<file path="src/rtl/skid_buffer.sv">
// Two-entry skid buffer that decouples a valid/ready stream at full throughput.
// Optional synchronous flush port is enabled by defining SKID_BUFFER_FLUSH_EN.
module skid_buffer #(
  parameter int WIDTH = 64
) (
  input  logic             clk,
  input  logic             reset,
`ifdef SKID_BUFFER_FLUSH_EN
  input  logic             flush,
`endif
  input  logic [WIDTH-1:0] in_data,
  input  logic             in_valid,
  output logic             in_ready,
  output logic [WIDTH-1:0] out_data,
  output logic             out_valid,
  input  logic             out_ready
);

  typedef enum logic [1:0] {
    EMPTY = 2'd0,
    BUSY  = 2'd1,
    FULL  = 2'd2
  } state_t;

  state_t           r_state;
  state_t           w_nextState;
  logic [WIDTH-1:0] r_main;
  logic [WIDTH-1:0] r_skid;
  logic [WIDTH-1:0] w_mainNext;
  logic [WIDTH-1:0] w_skidNext;
  logic             r_inReady;
  logic             r_outValid;
  logic             w_inFire;
  logic             w_outFire;
  logic             w_flush;

`ifdef SKID_BUFFER_FLUSH_EN
  assign w_flush = flush;
`else
  assign w_flush = 1'b0;
`endif

  // Handshake flags are registered copies of the state, gated so nothing fires during reset or flush.
  assign in_ready  = r_inReady & reset & ~w_flush;
  assign out_valid = r_outValid & reset;
  assign out_data  = r_main;

  assign w_inFire  = in_valid & in_ready;
  assign w_outFire = out_valid & out_ready;

  always_comb begin
    w_nextState = r_state;
    w_mainNext  = r_main;
    w_skidNext  = r_skid;
    if (w_flush) begin
      w_nextState = EMPTY;
      w_mainNext  = '0;
      w_skidNext  = '0;
    end else begin
      case (r_state)
        EMPTY: begin
          if (w_inFire) begin
            w_mainNext  = in_data;
            w_nextState = BUSY;
          end
        end
        BUSY: begin
          if (w_inFire && !w_outFire) begin
            w_skidNext  = in_data;
            w_nextState = FULL;
          end else if (w_inFire && w_outFire) begin
            w_mainNext  = in_data;
          end else if (w_outFire) begin
            w_nextState = EMPTY;
          end
        end
        FULL: begin
          if (w_outFire) begin
            w_mainNext  = r_skid;
            w_nextState = BUSY;
          end
        end
        default: begin
          w_nextState = EMPTY;
        end
      endcase
    end
  end

  always_ff @(posedge clk) begin
    if (!reset) begin
      r_state    <= EMPTY;
      r_main     <= '0;
      r_skid     <= '0;
      r_inReady  <= 1'b1;
      r_outValid <= 1'b0;
    end else begin
      r_state    <= w_nextState;
      r_main     <= w_mainNext;
      r_skid     <= w_skidNext;
      r_inReady  <= (w_nextState != FULL);
      r_outValid <= (w_nextState != EMPTY);
    end
  end

endmodule

</file>
<file path="config.mk">
export PLATFORM = sky130hd
export DESIGN_NAME = skid_buffer
export DESIGN_NICKNAME = d
export VERILOG_FILES = /design/src/rtl/skid_buffer.sv
export SDC_FILE = /design/constraint.sdc
export NUM_CORES = 1
export LEC_CHECK = 0
export CORE_MARGIN = 4
export CORE_UTILIZATION = 45
export DETAILED_ROUTE_END_ITERATION = 12
export PLACE_DENSITY = 0.81
export SLEW_MARGIN = 20
export SYNTH_ARGS = -nofsm -noshare
export SYNTH_HDL_FRONTEND = slang
export SYNTH_SLANG_ARGS = --single-unit
</file>
<file path="constraint.sdc">
create_clock -name clk -period 1.4 [get_ports clk]
set_clock_uncertainty 0.1 [all_clocks]
set_input_delay 0.21 -clock clk [delete_from_list [all_inputs] [get_ports clk]]
set_output_delay 0.21 -clock clk [all_outputs]
set_load 0.05 [all_outputs]
</file>
==> flow_metrics.tcl <==
set metrics [dict create \
    outcome "finished with violations" \
    violations "setup timing" \
    io_pins 134 \
    required_ns 1.64 \
    period_share_pct 118 \
    final_util_pct 70.8 \
    leakage_nw 4.44 \
    path_cells "nand4b_4 -> buf_4 -> nor3_4 -> buf_6 -> buf_12 -> nand2_1 -> a21boi_1" \
    grt_max_degree 76 \
    ys_types 21 \
    place_congestion 0.841 \
    die_h_um 122 \
    grtUsageTotal_pct 22.1 \
    fmax_mhz 604 \
    fill_cells 905 \
    hold_ws_ns 0.222 \
    critPathBufInv 3 \
    route.detailed.drc 0 \
    antennaDiodeCount 0 \
    power.density_nw_per_um2 1200 \
    vias 5213 \
    drt-initial-drc-count 466 \
    power.switching_mw 2.76 \
    hold_buffers 0 \
    nNetsFinal 802 \
    cp-end-kind "flop" \
    dp_hpwl_um 10100 \
    drive_gt1_share_pct 21.4 \
    avgSynthCellArea_sq_um 9.70 \
    wl_per_cell_um 18.9 \
    min_path_cells 3 \
    worstMarginPinSlew_ns 0.400 \
    cts_made_buffers 17 \
    p_comb_share_pct 18.2 \
    grt_pass1_wl_um 25800 \
    dieArea_sq_um 14800 \
    start_kind "flop" \
    avgViaCountPerCell 5.67 \
    crit_fanout 12 \
    swShare_pct 25.7 \
    pre_cts_ws_ns -0.593 \
    cts.sinks 132 \
    whs_endpoint "out_data[61]" \
    min_period_ns 1.66 \
    hold_class "primary input to flop" \
    start_util_pct 46.0 \
    maxSlewHeadroom_pct 73.3 \
    area_growth_pct 53.9 \
    maxCapViolations 0 \
    seqPwrFrac_pct 38.0 \
    finish.instance_area_sq_um 8930 \
    hold_start "reset" \
    clockBufferDepth 2 \
    internal_power_mw 7.96 \
    finalMaxSlewViolations 0 \
    setup-violations-final 130 \
    slowest_stage "dfxtp_2" \
    slowest_delay_ns 0.32 \
    cts_tree "yes" \
    dpl-instance-area_sq_um 7930 \
    worstSetupPathType "flop to flop" \
    synth_fp_nets 666 \
    rsz0062_at_grt "yes" \
    io_buffers 133 \
    clock_latency_ns 0.42 \
    synth-seq-area-share_pct 45.5 \
    clockPowerShare_pct 43.8 \
    ys_ff_latch 132 \
    reg2reg_from "r_state[1]" \
    ir_drop_uv 705 \
    hold_violations 0 \
    cts_root_buf "clkbuf_16" \
    fin_setup_tns_ns -26.85 \
    rrSetupSlack_ns -0.26 \
    antenna_left 0 \
    arrival_ns 1.90 \
    grt_pass1_vias 5256 \
    syn-cell-area_sq_um 5800 \
    coreArea_sq_um 12600 \
    antenna_found_initial 0 \
    clk_pin_slew_ns 0.06 \
    die_x_um 122 \
    worst_slack_ns -0.256 \
    drt-pass1-iter-count 5 \
    rr_worst_depth 7 \
    r2r-end "r_skid[9]" \
    grt_overflow 0 \
    critical-path-top-delay-family "simple AND/OR/NAND/NOR gates" \
    htreeDepth 4 \
    row_count 41 \
    routed_wl_um 17400 \
    syn_inst 598 \
    yosys_warnings 0 \
]
[power groups by stage]
| stage | combinational (mW) | sequential (mW) | clock [mW] |
|---|---|---|---|
| 6_report | 1.95 | 4.07 | 4.70 |
| 3_5_place_dp | 1.77 | 4.15 | 0 |
| 4_1_cts | 1.87 | 4.07 | 4.76 |
| 3_3_place_gp | 1.73 | 4.14 | 0 |
| 2_1_floorplan | 0.639 | 4.42 | 0 |
| 5_1_grt | 2.03 | 4.09 | 4.93 |
[stage by stage]
stage                     instances  total power, mW
after floorplan                 598             5.06
after global placement          873             5.87
after detailed placement        873             5.92
after CTS                       910             10.7
after global routing            919             11.0
final                           919             10.7
[layer usage]
layer / track usage [%] / vias to the layer above / wire, um
li1: - / 2384 / -
met4: 12.2 / 0 / 697
met1: 24.9 / 2554 / 6580
met2: 38.1 / 220 / 8860
met3: 5.62 / 55 / 1260
met5: 0 / - / 0
[flip-flops by register name, indices dropped and copies added, names as in the netlist]
signal / count
out_data: 64
r_skid: 64
r_state: 2
r_inReady: 1
r_outValid: 1
[worst max-delay path by stage]
stage / from / cells after the start / to
after detailed placement: in_valid / 7 / out_data[20]
after global routing: r_state[1] / 7 / r_skid[10]
after floorplan: r_state[0] / 7 / out_data[16]
after CTS: r_state[0] / 5 / r_skid[0]
after global placement: in_valid / 6 / r_skid[63]
final: r_state[1] / 7 / r_skid[9]
[cell usage after synthesis]
library cell | n | area (sq um)
a21boi_0 | 4 | 30.0
a21boi_1 | 60 | 450
a32o_1 | 1 | 10.0
and2_1 | 3 | 18.8
and3_4 | 1 | 11.3
buf_2 | 17 | 85.1
buf_4 | 1 | 7.51
buf_6 | 25 | 282
clkbuf_1 | 14 | 52.6
dfxtp_1 | 132 | 2640
inv_1 | 3 | 11.3
mux2i_1 | 64 | 641
nand2_1 | 131 | 492
nand2b_1 | 2 | 12.5
nand3_1 | 67 | 335
nand4b_4 | 1 | 23.8
nor3_4 | 1 | 16.3
o211a_1 | 65 | 651
o21ai_0 | 4 | 20.0
o21ai_1 | 1 | 5.00
or3_1 | 1 | 6.26
[repair_timing]
action	CTS	global route
setup endpoints to repair	132	131
buffers inserted	1	3
gates resized for setup	17	18
pin swaps	3	24
hold endpoints to repair	0	0
cloned	4	6
[kinds of logic (layout without fill, tap and decap cells)]
| group | count (synthesis) | in the layout | synth area share (%) |
|---|---|---|---|
| and+or+nand+nor | 207 | 207 | 15.8 |
| AOI/OAI and AO/OA | 135 | 135 | 20.1 |
| muxes | 64 | 64 | 11.0 |
| buffers and inverters | 60 | 209 | 7.55 |
| DFF | 132 | 132 | 45.5 |
[area by class of cell]
class                           count  area [sq um]  share of cell area, %
Clock buffer                       19           453                   5.07
Timing Repair Buffer              174          2630                   29.5
Tap cell                          172           215                   2.41
Clock inverter                     13           180                   2.02
Inverter                            3          11.3                  0.126
Multi-Input combinational cell    406          2790                   31.2
Sequential cell                   132          2650                   29.6
[cell usage in the layout, fill, tap and decap left out, drive strengths merged]
cell           Yosys  routed
nand4b             1       1
clkinv             0       5
o21ai              5       5
clkdlybuf4s50      0      66
inv                3       4
clkbuf            14      23
and3               1       1
or3                1       1
a32o               1       1
o211a             65      65
nand3             67      67
mux2i             64      64
bufinv             0       4
a21boi            64      64
and2               3       3
nand2            131     131
nor3               1       1
buf               43     104
clkinvlp           0       3
nand2b             2       2
dfxtp            132     132
[worst min-delay path: stages]
cell     delay, ns
buf_4         0.15
buf_4         0.21
o211a_1       0.12
Power figures use the tool's default switching activity.
